**src/rtl/verserial_fifo.sv**
```systemverilog
// verserial_fifo: memory-mapped UART responder with TX/RX FIFOs.
// Ports:
//   clk, reset          - system clock, synchronous active-high reset
//   valid, address,     - bus request; register index = address[4:2]
//   wstrobe, wdata        (wstrobe all zero means read)
//   rdata, ready        - combinational read data; ready is always 1
//   irq                 - interrupt, combinational from CONTROL/STATUS
//   rx, tx              - serial input (asynchronous) and output (idle high)
// Registers: 0 CONTROL, 1 STATUS (W1C), 2 DIVISION, 3 DATA, 4 LEVEL.
// Bus handshake: a request is taken in every cycle that valid is high;
// ready is tied high, so there is never a stall.
module verserial_fifo #(
  parameter int DATA_BITS = 8,
  parameter int TX_DEPTH  = 8,
  parameter int RX_DEPTH  = 8
) (
  input  logic        clk,
  input  logic        reset,
  input  logic        valid,
  input  logic [31:0] address,
  input  logic [3:0]  wstrobe,
  input  logic [31:0] wdata,
  output logic [31:0] rdata,
  output logic        ready,
  output logic        irq,
  input  logic        rx,
  output logic        tx
);
  localparam int TAW = $clog2(TX_DEPTH);
  localparam int RAW = $clog2(RX_DEPTH);
  localparam int FW  = DATA_BITS + 4;
  localparam logic [TAW:0] TX_FULL = TX_DEPTH[TAW:0];
  localparam logic [RAW:0] RX_FULL = RX_DEPTH[RAW:0];

  typedef enum logic {TX_IDLE, TX_SHIFT} tx_state_e;
  typedef enum logic [2:0] {
    RX_IDLE, RX_START, RX_DATA, RX_PARITY, RX_STOP, RX_WAIT_HIGH
  } rx_state_e;

  // Registers
  logic [5:0]  ctrl_q, ctrl_d, status_q, status_d;
  logic [31:0] div_q, div_d;
  // FIFOs
  logic [DATA_BITS-1:0] tx_mem [TX_DEPTH];
  logic [DATA_BITS-1:0] rx_mem [RX_DEPTH];
  logic [TAW-1:0] tx_wptr_q, tx_wptr_d, tx_rptr_q, tx_rptr_d;
  logic [TAW:0]   tx_cnt_q, tx_cnt_d;
  logic [RAW-1:0] rx_wptr_q, rx_wptr_d, rx_rptr_q, rx_rptr_d;
  logic [RAW:0]   rx_cnt_q, rx_cnt_d;
  // TX engine
  tx_state_e   tx_state_q, tx_state_d;
  logic [FW-1:0] tx_frame_q, tx_frame_d;
  logic [3:0]  tx_bits_q, tx_bits_d;
  logic [31:0] tx_baud_q, tx_baud_d;
  logic        tx_done_q, tx_done_d;
  // RX engine
  logic        rx_s1_q, rx_s2_q;
  rx_state_e   rx_state_q, rx_state_d;
  logic [31:0] rx_baud_q, rx_baud_d;
  logic [2:0]  rx_bitn_q, rx_bitn_d;
  logic [DATA_BITS-1:0] rx_shift_q, rx_shift_d;
  logic        rx_pe_q, rx_pe_d, rx_odd_q, rx_odd_d, rx_bad_q, rx_bad_d;

  logic [2:0]  idx;
  logic        wr_en, rd_en, tx_push, tx_push_ok, tx_pop, tx_load;
  logic        rx_push, rx_push_ok, rx_pop, rx_sample, rxs;
  logic        perr_set, ferr_set;
  logic [DATA_BITS-1:0] tx_head;
  logic        tx_par;
  logic        unused_addr;

  assign idx         = address[4:2];
  assign wr_en       = valid && (wstrobe != 4'h0);
  assign rd_en       = valid && (wstrobe == 4'h0);
  assign ready       = 1'b1;
  assign unused_addr = ^{address[31:5], address[1:0]};

  assign tx_push    = wr_en && (idx == 3'd3) && wstrobe[0];
  // A push into a full FIFO still lands when the same cycle pops.
  assign tx_push_ok = tx_push && ((tx_cnt_q != TX_FULL) || tx_pop);
  assign rx_pop     = rd_en && (idx == 3'd3) && (rx_cnt_q != '0);
  assign rx_push_ok = rx_push && ((rx_cnt_q != RX_FULL) || rx_pop);

  assign tx_head = tx_mem[tx_rptr_q];
  assign tx_par  = ctrl_q[4] ? ~^tx_head : ^tx_head;
  assign tx      = (tx_state_q == TX_SHIFT) ? tx_frame_q[0] : 1'b1;
  assign rxs     = rx_s2_q;
  assign rx_sample = (rx_baud_q == {1'b0, div_q[31:1]});

  assign irq = (ctrl_q[0] & status_q[0]) | (ctrl_q[1] & status_q[1]) |
               (ctrl_q[2] & (|status_q[5:2]));

  // TX engine: the frame register shifts right, refilling with 1s so the
  // stop bits fall out naturally; tx_bits counts bits left in the frame.
  always_comb begin
    tx_state_d = tx_state_q;
    tx_frame_d = tx_frame_q;
    tx_bits_d  = tx_bits_q;
    tx_baud_d  = tx_baud_q;
    tx_done_d  = 1'b0;
    tx_load    = 1'b0;
    case (tx_state_q)
      TX_IDLE: if (tx_cnt_q != '0) tx_load = 1'b1;
      TX_SHIFT: begin
        if (tx_baud_q == 32'd0) begin
          tx_baud_d  = div_q;
          tx_frame_d = {1'b1, tx_frame_q[FW-1:1]};
          tx_bits_d  = tx_bits_q - 4'd1;
          if (tx_bits_q == 4'd1) begin
            if (tx_cnt_q != '0) tx_load = 1'b1;
            else begin
              tx_state_d = TX_IDLE;
              tx_done_d  = 1'b1;
            end
          end
        end else begin
          tx_baud_d = tx_baud_q - 32'd1;
        end
      end
      default: tx_state_d = TX_IDLE;
    endcase
    tx_pop = tx_load;
    if (tx_load) begin
      tx_state_d = TX_SHIFT;
      tx_baud_d  = div_q;
      tx_frame_d = ctrl_q[3] ? {2'b11, tx_par, tx_head, 1'b0}
                             : {3'b111, tx_head, 1'b0};
      tx_bits_d  = 4'(DATA_BITS + 2) + {3'b000, ctrl_q[3]} + {3'b000, ctrl_q[5]};
    end
  end

  // RX engine: baud counter runs from DIVISION down to 0 and samples at
  // DIVISION/2. Parity settings are latched when the start edge is seen.
  always_comb begin
    rx_state_d = rx_state_q;
    rx_baud_d  = rx_baud_q;
    rx_bitn_d  = rx_bitn_q;
    rx_shift_d = rx_shift_q;
    rx_pe_d    = rx_pe_q;
    rx_odd_d   = rx_odd_q;
    rx_bad_d   = rx_bad_q;
    rx_push    = 1'b0;
    perr_set   = 1'b0;
    ferr_set   = 1'b0;
    if (rx_state_q != RX_IDLE)
      rx_baud_d = (rx_baud_q == 32'd0) ? div_q : rx_baud_q - 32'd1;
    case (rx_state_q)
      RX_IDLE: if (!rxs) begin
        rx_state_d = RX_START;
        rx_baud_d  = div_q;
        rx_pe_d    = ctrl_q[3];
        rx_odd_d   = ctrl_q[4];
        rx_bad_d   = 1'b0;
      end
      RX_START: if (rx_sample) begin
        if (rxs) rx_state_d = RX_IDLE;
        else begin
          rx_state_d = RX_DATA;
          rx_bitn_d  = 3'd0;
        end
      end
      RX_DATA: if (rx_sample) begin
        rx_shift_d = {rxs, rx_shift_q[DATA_BITS-1:1]};
        rx_bitn_d  = rx_bitn_q + 3'd1;
        if (rx_bitn_q == 3'(DATA_BITS - 1))
          rx_state_d = rx_pe_q ? RX_PARITY : RX_STOP;
      end
      RX_PARITY: if (rx_sample) begin
        if (rxs != (rx_odd_q ? ~^rx_shift_q : ^rx_shift_q)) begin
          perr_set = 1'b1;
          rx_bad_d = 1'b1;
        end
        rx_state_d = RX_STOP;
      end
      RX_STOP: if (rx_sample) begin
        if (!rxs) begin
          ferr_set   = 1'b1;
          rx_state_d = RX_WAIT_HIGH;
        end else begin
          rx_state_d = RX_IDLE;
          rx_push    = !rx_bad_q;
        end
      end
      RX_WAIT_HIGH: if (rxs) rx_state_d = RX_IDLE;
      default: rx_state_d = RX_IDLE;
    endcase
  end

  // Registers, FIFO pointers and status flags; hardware sets beat W1C.
  always_comb begin
    ctrl_d   = ctrl_q;
    div_d    = div_q;
    status_d = status_q;
    if (wr_en && (idx == 3'd0) && wstrobe[0]) ctrl_d = wdata[5:0];
    for (int b = 0; b < 4; b++)
      if (wr_en && (idx == 3'd2) && wstrobe[b]) div_d[8*b +: 8] = wdata[8*b +: 8];
    if (wr_en && (idx == 3'd1) && wstrobe[0]) status_d = status_q & ~wdata[5:0];
    status_d = status_d | {tx_push && !tx_push_ok, perr_set, ferr_set,
                           rx_push && !rx_push_ok, rx_push_ok, tx_done_q};

    tx_wptr_d = tx_push_ok ? tx_wptr_q + TAW'(1) : tx_wptr_q;
    tx_rptr_d = tx_pop     ? tx_rptr_q + TAW'(1) : tx_rptr_q;
    tx_cnt_d  = tx_cnt_q;
    if (tx_push_ok && !tx_pop) tx_cnt_d = tx_cnt_q + (TAW+1)'(1);
    if (!tx_push_ok && tx_pop) tx_cnt_d = tx_cnt_q - (TAW+1)'(1);

    rx_wptr_d = rx_push_ok ? rx_wptr_q + RAW'(1) : rx_wptr_q;
    rx_rptr_d = rx_pop     ? rx_rptr_q + RAW'(1) : rx_rptr_q;
    rx_cnt_d  = rx_cnt_q;
    if (rx_push_ok && !rx_pop) rx_cnt_d = rx_cnt_q + (RAW+1)'(1);
    if (!rx_push_ok && rx_pop) rx_cnt_d = rx_cnt_q - (RAW+1)'(1);
  end

  always_comb begin
    rdata = 32'd0;
    case (idx)
      3'd0: rdata = {26'd0, ctrl_q};
      3'd1: rdata = {26'd0, status_q};
      3'd2: rdata = div_q;
      3'd3: if (rx_cnt_q != '0) rdata = 32'(rx_mem[rx_rptr_q]);
      3'd4: rdata = {16'(rx_cnt_q), 16'(tx_cnt_q)};
      default: rdata = 32'd0;
    endcase
  end

  always_ff @(posedge clk) begin
    if (tx_push_ok) tx_mem[tx_wptr_q] <= wdata[DATA_BITS-1:0];
    if (rx_push_ok) rx_mem[rx_wptr_q] <= rx_shift_q;
  end

  always_ff @(posedge clk) begin
    if (reset) begin
      ctrl_q     <= '0;
      status_q   <= '0;
      div_q      <= '0;
      tx_wptr_q  <= '0;
      tx_rptr_q  <= '0;
      tx_cnt_q   <= '0;
      rx_wptr_q  <= '0;
      rx_rptr_q  <= '0;
      rx_cnt_q   <= '0;
      tx_state_q <= TX_IDLE;
      tx_frame_q <= '1;
      tx_bits_q  <= '0;
      tx_baud_q  <= '0;
      tx_done_q  <= 1'b0;
      rx_s1_q    <= 1'b1;
      rx_s2_q    <= 1'b1;
      rx_state_q <= RX_IDLE;
      rx_baud_q  <= '0;
      rx_bitn_q  <= '0;
      rx_shift_q <= '0;
      rx_pe_q    <= 1'b0;
      rx_odd_q   <= 1'b0;
      rx_bad_q   <= 1'b0;
    end else begin
      ctrl_q     <= ctrl_d;
      status_q   <= status_d;
      div_q      <= div_d;
      tx_wptr_q  <= tx_wptr_d;
      tx_rptr_q  <= tx_rptr_d;
      tx_cnt_q   <= tx_cnt_d;
      rx_wptr_q  <= rx_wptr_d;
      rx_rptr_q  <= rx_rptr_d;
      rx_cnt_q   <= rx_cnt_d;
      tx_state_q <= tx_state_d;
      tx_frame_q <= tx_frame_d;
      tx_bits_q  <= tx_bits_d;
      tx_baud_q  <= tx_baud_d;
      tx_done_q  <= tx_done_d;
      rx_s1_q    <= rx;
      rx_s2_q    <= rx_s1_q;
      rx_state_q <= rx_state_d;
      rx_baud_q  <= rx_baud_d;
      rx_bitn_q  <= rx_bitn_d;
      rx_shift_q <= rx_shift_d;
      rx_pe_q    <= rx_pe_d;
      rx_odd_q   <= rx_odd_d;
      rx_bad_q   <= rx_bad_d;
    end
  end
endmodule
```
**config.mk**
```make
export PLATFORM = sky130hd
export DESIGN_NAME = verserial_fifo
export DESIGN_NICKNAME = d
export VERILOG_FILES = /design/src/rtl/verserial_fifo.sv
export SDC_FILE = /design/constraint.sdc
export NUM_CORES = 1
export LEC_CHECK = 0
export ABC_AREA = 1
export CORE_MARGIN = 2
export CORE_UTILIZATION = 40
export DETAILED_ROUTE_END_ITERATION = 6
export SYNTH_ARGS = -nofsm -noshare
export SYNTH_HDL_FRONTEND = slang
export SYNTH_SLANG_ARGS = --single-unit
```
**constraint.sdc**
```tcl
create_clock -name clk -period 2.55 [get_ports clk]
set_input_delay 0.51 -clock clk [delete_from_list [all_inputs] [get_ports clk]]
set_output_delay 0.51 -clock clk [all_outputs]
set_load 0.005 [all_outputs]
```
==> run_summary.xml, run 1 <==
<?xml version="1.0" encoding="UTF-8"?>
<metrics>
  <group name="final_layout">
    <metric name="most_frequent_cells_in_the_layout" unit="">sky130_fd_sc_hd__nand2_1 (345), sky130_fd_sc_hd__inv_1 (204), sky130_fd_sc_hd__nor2_1 (201)</metric>
    <metric name="share_of_cells_above_drive_strength_1" unit="%">15.68</metric>
    <metric name="multi_input_area" unit="um^2">6808</metric>
    <metric name="utilization" unit="%">50.42</metric>
    <metric name="num-nets-final" unit="">2182</metric>
    <metric name="area.growth.synth_to_final" unit="%">25.30</metric>
    <metric name="diodes" unit="">0</metric>
    <metric name="layout_commonest_cell" unit="">sky130_fd_sc_hd__nand2_1</metric>
    <metric name="sequential_cell_area" unit="um^2">7249</metric>
    <metric name="fillerInstances" unit="">3522</metric>
  </group>
  <group name="clock_tree">
    <metric name="cts_num_sinks" unit="">297</metric>
    <metric name="htreeDepth" unit="">2</metric>
    <metric name="num_cts_buffers" unit="">34</metric>
    <metric name="clock_root_buffer_master" unit="">sky130_fd_sc_hd__clkbuf_16</metric>
    <metric name="tritoncts" unit="">yes</metric>
    <metric name="path_clk_slew" unit="ns">0.06</metric>
    <metric name="worst_skew_pair.late_latency" unit="ns">0.53</metric>
    <metric name="clock_path_buffers" unit="">3</metric>
  </group>
  <group name="route">
    <metric name="drc" unit="">0</metric>
    <metric name="totalWireLength" unit="mm">44.44</metric>
    <metric name="vias" unit="">13565</metric>
    <metric name="drt-initial-drc-count" unit="">994</metric>
    <metric name="drt_pass1_iterations" unit="">6</metric>
    <metric name="final_antenna_net_count" unit="">0</metric>
    <metric name="post_drt_via_cell_ratio" unit="">5.160</metric>
    <metric name="route.detailed.wl_per_inst" unit="um">16.90</metric>
  </group>
  <group name="sta">
    <metric name="max_clock_freq" unit="MHz">400.1</metric>
    <metric name="final.setup_skew" unit="ns">0.01309</metric>
    <metric name="timing.final.crit_period" unit="ns">2.500</metric>
    <metric name="max_slew.worst_pin.slew" unit="ns">0.7811</metric>
    <metric name="grt_setup_unrepaired" unit="">yes</metric>
    <metric name="maxSlewViolCount" unit="">0</metric>
    <metric name="setup_viol_count_final" unit="">0</metric>
    <metric name="portion_of_the_clock_cycle_consumed_by_the_worst_path_in_the_final_layout" unit="%">98.02</metric>
    <metric name="timing.final.hold_violations" unit="">0</metric>
    <metric name="slew_headroom" unit="%">47.93</metric>
  </group>
  <group name="floorplan">
    <metric name="design.die.area" unit="um^2">39190</metric>
    <metric name="top_level_ports" unit="">107</metric>
    <metric name="initial_utilization" unit="%">40.24</metric>
    <metric name="die_w" unit="um">198.0</metric>
    <metric name="chipHeight" unit="um">198.0</metric>
    <metric name="core_area" unit="um^2">37400</metric>
    <metric name="floorplan.rows" unit="">71</metric>
  </group>
  <group name="grt">
    <metric name="global_route.usage.total" unit="%">22.95</metric>
    <metric name="global_route.overflow_total" unit="">0</metric>
    <metric name="grt_util_met1" unit="%">30.74</metric>
    <metric name="wire_length_of_the_first_global_routing_pass" unit="mm">70.48</metric>
    <metric name="globalRouteMet3Util" unit="%">3.032</metric>
    <metric name="grt_pass1_vias" unit="">13149</metric>
    <metric name="initial_antenna_violation_count" unit="">0</metric>
    <metric name="met2_usage" unit="%">38.60</metric>
    <metric name="grt_max_degree" unit="">61</metric>
    <metric name="global_route.peak_usage_layer" unit="">met2</metric>
  </group>
  <group name="pwr">
    <metric name="net-switching-power" unit="mW">8.359</metric>
    <metric name="total_leakage_power" unit="nW">7.838</metric>
    <metric name="power.sequential.fraction" unit="%">30.3</metric>
    <metric name="power.ir.vdd_worst" unit="uV">562.7</metric>
    <metric name="power.total" unit="mW">20.59</metric>
    <metric name="internal_power" unit="mW">12.23</metric>
    <metric name="switching_share" unit="%">40.60</metric>
    <metric name="combinationalPowerShare" unit="%">44.9</metric>
    <metric name="pwr_density_cell" unit="nW/um^2">1092</metric>
    <metric name="part_of_the_power_in_the_clock_network" unit="%">24.8</metric>
  </group>
  <group name="yosys">
    <metric name="synth_nets" unit="">1985</metric>
    <metric name="synth_warn" unit="">0</metric>
    <metric name="number_of_synthesized_flops_with_an_enable_pin" unit="">128</metric>
    <metric name="ys_ff_latch" unit="">297</metric>
    <metric name="ys_async_sr_fraction" unit="%">0</metric>
    <metric name="synth.avg_cell_area" unit="um^2">7.941</metric>
    <metric name="synth-seq-area-share" unit="%">48.03</metric>
    <metric name="syn-instance-count" unit="">1895</metric>
    <metric name="post_syn_area" unit="um^2">15050</metric>
    <metric name="synth_cell_types" unit="">53</metric>
    <metric name="ys.flop_type" unit="">sky130_fd_sc_hd__dfxtp_1</metric>
  </group>
  <group name="run">
    <metric name="drv.max_cap_violation_count" unit="">0</metric>
  </group>
  <group name="critical_path">
    <metric name="maximum_fanout_along_the_worst_path" unit="">12</metric>
    <metric name="worstPathArrival" unit="ns">1.99</metric>
    <metric name="worst-setup-path-type" unit="">in2out</metric>
    <metric name="cp_data_required_time" unit="ns">2.04</metric>
    <metric name="setup.worst_path.start_class" unit="">primary input</metric>
    <metric name="end_kind" unit="">output pin</metric>
  </group>
  <group name="placement">
    <metric name="gpl.final_weighted_congestion" unit="">0.8986</metric>
    <metric name="port-buffer-count" unit="">76</metric>
    <metric name="place.detailed.hpwl" unit="mm">31.84</metric>
  </group>
  <group name="outcome">
    <metric name="status" unit="">completed</metric>
  </group>
  <group name="min_path">
    <metric name="hold_class" unit="">reg2reg</metric>
  </group>
</metrics>
## final timing paths
path | start | end | slack (ns) | cells after the start
worst max register to register | rx_baud_q[7] | rx_cnt_q[3] | 0.16 | 18
worst max-delay path | address[3] | rdata[20] | 0.05 | 7
worst min register to register | rx_s1_q | rx_s2_q | 0.43 | 1
worst min-delay path | rx_s1_q | rx_s2_q | 0.43 | 1
## state kept, by name, indices dropped and copies added, names as in the netlist, 4 cells and up, named ones only
signal and count:
tx_cnt_q 4, status_q 6, tx_mem 64, tx_frame_q 10, rx_mem 64, tx_baud_q 32, rx_shift_q 8, div_q 32
rx_baud_q 32, tx_bits_q 4, rx_cnt_q 4, ctrl_q 6
## power groups by stage
stage	combinational (mW)	clock [mW]	sequential, mW
floorplan	6.62	0	6.16
finish	9.25	5.11	6.23
CTS	9.09	5.20	6.20
global route	10.5	5.41	6.32
global placement	8.87	0	6.27
detailed placement	9.03	0	6.28
## synth_stat cells, types with 12 or more instances
cell	count	area share, %
sky130_fd_sc_hd__nand2_1	347	8.7
sky130_fd_sc_hd__inv_1	216	5.4
sky130_fd_sc_hd__nor2_1	212	5.3
sky130_fd_sc_hd__o21ai_0	184	6.1
sky130_fd_sc_hd__dfxtp_1	169	22
sky130_fd_sc_hd__a21oi_1	149	5.0
sky130_fd_sc_hd__edfxtp_1	128	26
sky130_fd_sc_hd__nand3_1	77	2.6
sky130_fd_sc_hd__xor2_1	55	3.2
sky130_fd_sc_hd__clkbuf_1	48	1.2
sky130_fd_sc_hd__nor3_1	42	1.4
sky130_fd_sc_hd__o22ai_1	31	1.3
sky130_fd_sc_hd__a31oi_1	24	1.0
sky130_fd_sc_hd__nand4_1	24	1.0
sky130_fd_sc_hd__xnor2_1	23	1.3
sky130_fd_sc_hd__buf_2	21	0.70
sky130_fd_sc_hd__o211ai_1	17	0.85
sky130_fd_sc_hd__o221ai_1	17	0.99
sky130_fd_sc_hd__ha_1	16	1.3
sky130_fd_sc_hd__inv_2	12	0.30
## per-stage QoR
stage	cells	TNS (ns)	hold slack [ns]	instance area, um^2	worst slack, ns
floorplan	1895	-5.335	0.3895	15050	-0.1311
global placement	2559	-50.00	0.4286	17360	-0.4823
detailed placement	2559	-50.88	0.4279	17360	-0.4782
CTS	2622	0	0.4399	18670	0.007917
global route	2629	-0.5818	0.4425	18860	-0.02680
finish	2629	0	0.4326	18860	0.05050
## logic make-up (layout without fill, tap and decap cells)
group           count (synthesis)  count (layout)  share of synthesized area, %
simple gates                  745             745                         21.29
compound gates                444             444                         16.32
buf+inv                       312             535                         8.198
flops                         297             297                         48.03
xor+xnor                       78              78                         4.540
fa+ha+maj                      18              18                         1.596
other cells                     1               1                       0.02492
## per-layer routing
metal	part of all wire, %	up-vias
met4	2.5	0
li1	-	6766
met3	5.8	67
met2	47	397
met1	45	6335
met5	0	-
## worst max-delay path: stages
cell                              delay [ns]
sky130_fd_sc_hd__dlygate4sd2_1          0.24
sky130_fd_sc_hd__buf_4                  0.14
sky130_fd_sc_hd__nand3_4                0.13
sky130_fd_sc_hd__buf_12                 0.19
sky130_fd_sc_hd__buf_12                 0.14
sky130_fd_sc_hd__nor2_1                 0.10
sky130_fd_sc_hd__clkdlybuf4s50_1        0.51
## what timing repair did
action,CTS,global route
setup buffers,0,6
cloned,1,1
setup endpoints to repair,57,138
hold buffers,0,0
hold endpoints to repair,0,0
pin swaps,6,15
gates resized for setup,51,50
## final cells by class
| cell class | count | share of cell area, % |
|---|---|---|
| clock buffer | 51 | 5.103 |
| clock inverter | 11 | 1.048 |
| inverter | 230 | 4.592 |
| multi-input combinational | 1286 | 36.10 |
| sequential | 297 | 38.45 |
| tap | 511 | 3.391 |
| timing repair buffer | 243 | 11.31 |
Power figures use the tool's default switching activity.
==> inputs of run 2 (changes only) <==
Settings changed: ABC_AREA 1 to 0, CTS_CLUSTER_SIZE from default to 14, RECOVER_POWER from default to 25.
==> run 2 against run 1 <==
Net effect:
- critical path depth increased by 4
- clock-buffer cell count decreased by 3
- largest power group unchanged
- total power decreased by 5.2%
- global-route usage increased by 1.2 points
- sequential cell count unchanged
- critical endpoint is now tx_cnt_q[3]
- worst setup slack got worse by 0.71 ns
- area after synthesis decreased by 6.1%
- non-clock buffer count increased by 175
- largest cell class is now multi-input combinational cells
- via count decreased by 9.4%
- the run now ends with negative setup slack left
==> run_summary.xml, run 2 <==
<?xml version="1.0" encoding="UTF-8"?>
<metrics>
  <group name="clock_tree">
    <metric name="tritoncts" unit="">yes</metric>
    <metric name="path_clk_slew" unit="ns">0.06</metric>
    <metric name="num_cts_buffers" unit="">34</metric>
    <metric name="clock_path_buffers" unit="">3</metric>
    <metric name="htreeDepth" unit="">2</metric>
    <metric name="cts_num_sinks" unit="">297</metric>
    <metric name="clock_root_buffer_master" unit="">sky130_fd_sc_hd__clkbuf_16</metric>
    <metric name="worst_skew_pair.late_latency" unit="ns">0.53</metric>
    <metric name="post_cts_hold_buffer_count" unit="">0</metric>
  </group>
  <group name="grt">
    <metric name="global_route.overflow_total" unit="">0</metric>
    <metric name="wire_length_of_the_first_global_routing_pass" unit="mm">68.43</metric>
    <metric name="grt_max_degree" unit="">131</metric>
    <metric name="met2_usage" unit="%">38.74</metric>
    <metric name="globalRouteMet3Util" unit="%">4.239</metric>
    <metric name="grt_pass1_vias" unit="">12233</metric>
    <metric name="initial_antenna_violation_count" unit="">0</metric>
    <metric name="global_route.usage.total" unit="%">24.17</metric>
    <metric name="global_route.peak_usage_layer" unit="">met2</metric>
    <metric name="grt_util_met1" unit="%">33.31</metric>
  </group>
  <group name="sta">
    <metric name="final.hold.worst_slack" unit="ns">0.4072</metric>
    <metric name="portion_of_the_clock_cycle_consumed_by_the_worst_path_in_the_final_layout" unit="%">125.7</metric>
    <metric name="max_clock_freq" unit="MHz">311.9</metric>
    <metric name="setup_viol_count_final" unit="">215</metric>
    <metric name="maxSlewViolCount" unit="">0</metric>
    <metric name="grt_setup_unrepaired" unit="">yes</metric>
    <metric name="slew_headroom" unit="%">43.70</metric>
    <metric name="final.setup_skew" unit="ns">0.01880</metric>
    <metric name="max_slew.worst_pin.slew" unit="ns">0.8441</metric>
    <metric name="timing.final.hold_violations" unit="">0</metric>
    <metric name="timing.final.crit_period" unit="ns">3.206</metric>
    <metric name="final_critical_path_setup_slack" unit="ns">-0.6564</metric>
  </group>
  <group name="yosys">
    <metric name="synth_common_cells" unit="">sky130_fd_sc_hd__dfxtp_1 (169), sky130_fd_sc_hd__nor2_1 (160), sky130_fd_sc_hd__edfxtp_1 (128)</metric>
    <metric name="synth.area.top_cells" unit="">sky130_fd_sc_hd__edfxtp_1 (27%), sky130_fd_sc_hd__dfxtp_1 (24%), sky130_fd_sc_hd__mux2i_1 (5.4%)</metric>
    <metric name="synth_cell_types" unit="">74</metric>
    <metric name="ys_ff_latch" unit="">297</metric>
    <metric name="ys_async_sr_fraction" unit="%">0</metric>
    <metric name="synth_warn" unit="">0</metric>
    <metric name="post_syn_area" unit="um^2">14120</metric>
    <metric name="synth.avg_cell_area" unit="um^2">10.39</metric>
    <metric name="syn-instance-count" unit="">1359</metric>
    <metric name="ys.flop_type" unit="">sky130_fd_sc_hd__dfxtp_1</metric>
    <metric name="yosys.area.top_type" unit="">sky130_fd_sc_hd__edfxtp_1</metric>
    <metric name="synth_nets" unit="">1449</metric>
    <metric name="number_of_synthesized_flops_with_an_enable_pin" unit="">128</metric>
    <metric name="count_leader_synth" unit="">sky130_fd_sc_hd__dfxtp_1</metric>
    <metric name="synth-seq-area-share" unit="%">51.17</metric>
    <metric name="proportion_of_netlist_area_held_by_the_largest_area_contributor" unit="%">27.21</metric>
  </group>
  <group name="floorplan">
    <metric name="top_level_ports" unit="">107</metric>
    <metric name="die_w" unit="um">191.9</metric>
    <metric name="design.die.area" unit="um^2">36830</metric>
    <metric name="core_area" unit="um^2">34630</metric>
    <metric name="floorplan.rows" unit="">68</metric>
    <metric name="initial_utilization" unit="%">40.79</metric>
    <metric name="chipHeight" unit="um">191.9</metric>
  </group>
  <group name="pwr">
    <metric name="power.ir.vdd_worst" unit="uV">569.0</metric>
    <metric name="pwr_density_cell" unit="nW/um^2">937.2</metric>
    <metric name="total_leakage_power" unit="nW">8.336</metric>
  </group>
  <group name="critical_path">
    <metric name="setup.worst_path.start_class" unit="">register</metric>
    <metric name="worst-setup-path-type" unit="">reg2reg</metric>
    <metric name="crit_path_cell_trace" unit="">or4_4, or4b_4, o41ai_4, nand2_2, nor2_4, ha_1, a21o_1, a21o_1, and3_4, o31ai_2, a21oi_1</metric>
    <metric name="cp_data_required_time" unit="ns">2.93</metric>
    <metric name="critical_path.slowest_cell" unit="">sky130_fd_sc_hd__or4b_4</metric>
    <metric name="delay_of_the_slowest_cell_on_the_worst_path" unit="ns">0.57</metric>
    <metric name="end_kind" unit="">register</metric>
    <metric name="maximum_fanout_along_the_worst_path" unit="">4</metric>
    <metric name="critical_path.most_common_cell" unit="">sky130_fd_sc_hd__a21o_1</metric>
    <metric name="worstPathArrival" unit="ns">3.58</metric>
  </group>
  <group name="route">
    <metric name="route.detailed.wl_per_inst" unit="um">20.24</metric>
    <metric name="vias" unit="">12294</metric>
    <metric name="final_antenna_net_count" unit="">0</metric>
    <metric name="drt-initial-drc-count" unit="">1019</metric>
    <metric name="drc" unit="">0</metric>
    <metric name="drt_pass1_iterations" unit="">5</metric>
    <metric name="post_drt_via_cell_ratio" unit="">5.548</metric>
    <metric name="totalWireLength" unit="mm">44.85</metric>
  </group>
  <group name="placement">
    <metric name="placed_cells" unit="">2087</metric>
    <metric name="placement.setup.worst_slack" unit="ns">-0.6242</metric>
    <metric name="gpl.final_weighted_congestion" unit="">0.9217</metric>
    <metric name="place.detailed.hpwl" unit="mm">29.97</metric>
    <metric name="port-buffer-count" unit="">76</metric>
  </group>
  <group name="final_layout">
    <metric name="diodes" unit="">0</metric>
    <metric name="num-nets-final" unit="">1826</metric>
    <metric name="layout_commonest_cell" unit="">sky130_fd_sc_hd__buf_4</metric>
    <metric name="largest_registers" unit="">rx_mem (64), tx_mem (64)</metric>
    <metric name="share_of_cells_above_drive_strength_1" unit="%">38.50</metric>
    <metric name="area.growth.synth_to_final" unit="%">47.50</metric>
    <metric name="final_cells" unit="">2216</metric>
    <metric name="most_frequent_cells_in_the_layout" unit="">sky130_fd_sc_hd__buf_4 (246), sky130_fd_sc_hd__dfxtp_1 (144), sky130_fd_sc_hd__nor2_1 (141)</metric>
  </group>
  <group name="outcome">
    <metric name="status" unit="">complete, but fails checks</metric>
    <metric name="violations" unit="">negative setup slack</metric>
  </group>
  <group name="run">
    <metric name="drv.max_cap_violation_count" unit="">0</metric>
  </group>
  <group name="min_path">
    <metric name="hold_class" unit="">reg2reg</metric>
  </group>
</metrics>
-- run 2: changes by cell type in the layout (fill, tap and decap cells not counted), moves of 57 or more --
cell                      previous run  this run
sky130_fd_sc_hd__a21oi_1           148        80
sky130_fd_sc_hd__buf_4             154       246
sky130_fd_sc_hd__buf_6               3        60
sky130_fd_sc_hd__inv_1             204        28
sky130_fd_sc_hd__mux2i_1             0        69
sky130_fd_sc_hd__nand2_1           345        69
sky130_fd_sc_hd__nor2_1            201       141
sky130_fd_sc_hd__o21ai_0           175        22
-- run 2: repair_timing --
item / in CTS / in global routing
cloned: 12 / 1
gates resized for setup: 258 / 149
setup endpoints to repair: 262 / 255
pin swaps: 85 / 84
setup buffers: 44 / 29
-- run 2: metal layers --
metal	share of wire [%]	vias to the layer above
met5	0	-
met4	2.6	0
met3	5.7	85
met2	47	351
met1	44	6061
li1	-	5797
-- run 2: power breakdown --
group	switching (mW)	internal, mW
Combinational	4.58	4.43
Clock	1.97	2.88
Sequential	0.298	5.37
-- run 2: layout make-up --
type / count / area (um^2)
inverter: 33 / 126.4
clock inverter: 13 / 138.9
sequential: 297 / 7261
clock buffer: 48 / 974.7
fill: 2767 / 13800
multi-input combinational: 952 / 7761
tap: 455 / 569.3
timing repair buffer: 418 / 4001
-- run 2: cells by family (layout without fill, tap and decap cells) --
group,after synthesis,count (layout),synth area share [%]
compound gates,281,281,12.95
xor+xnor,68,68,4.314
fa+ha+maj,18,18,1.701
buf+inv,110,512,3.083
flops,297,297,51.17
mux,107,107,10.09
other cells,1,1,0.02655
simple gates,477,477,16.66
-- run 2: final timing paths --
kind,slack [ns],from,cells after the start,end
worst max-delay path,-0.66,tx_baud_q[8],11,tx_cnt_q[3]
worst min-delay path,0.41,rx_s1_q,1,rx_s2_q
worst max register to register,-0.66,tx_baud_q[8],11,tx_cnt_q[3]
worst min register to register,0.41,rx_s1_q,1,rx_s2_q
-- run 2: through the flow --
| step | total power, mW | util (%) | cell area, um^2 | setup TNS (ns) |
|---|---|---|---|---|
| 6_report | 19.53 | 60.16 | 20830 | -36.03 |
| 3_3_place_gp | 12.50 | 51.29 | 17760 | -69.63 |
| 2_1_floorplan | 9.902 | - | 14480 | -22.80 |
| 4_1_cts | 18.97 | 58.46 | 20240 | -43.22 |
| 3_5_place_dp | 12.60 | 51.29 | 17760 | -70.91 |
| 5_1_grt | 20.48 | 60.16 | 20830 | -53.81 |
-- run 2: worst max-delay path: cells and delay by family, from the launching register on --
family / cells / cell delay (ns)
AO/OA/AOI/OAI: 5 / 0.95
adder cells (fa/ha/maj): 1 / 0.24
flip-flops: 1 / 0.32
AND/OR/NAND/NOR: 5 / 1.55
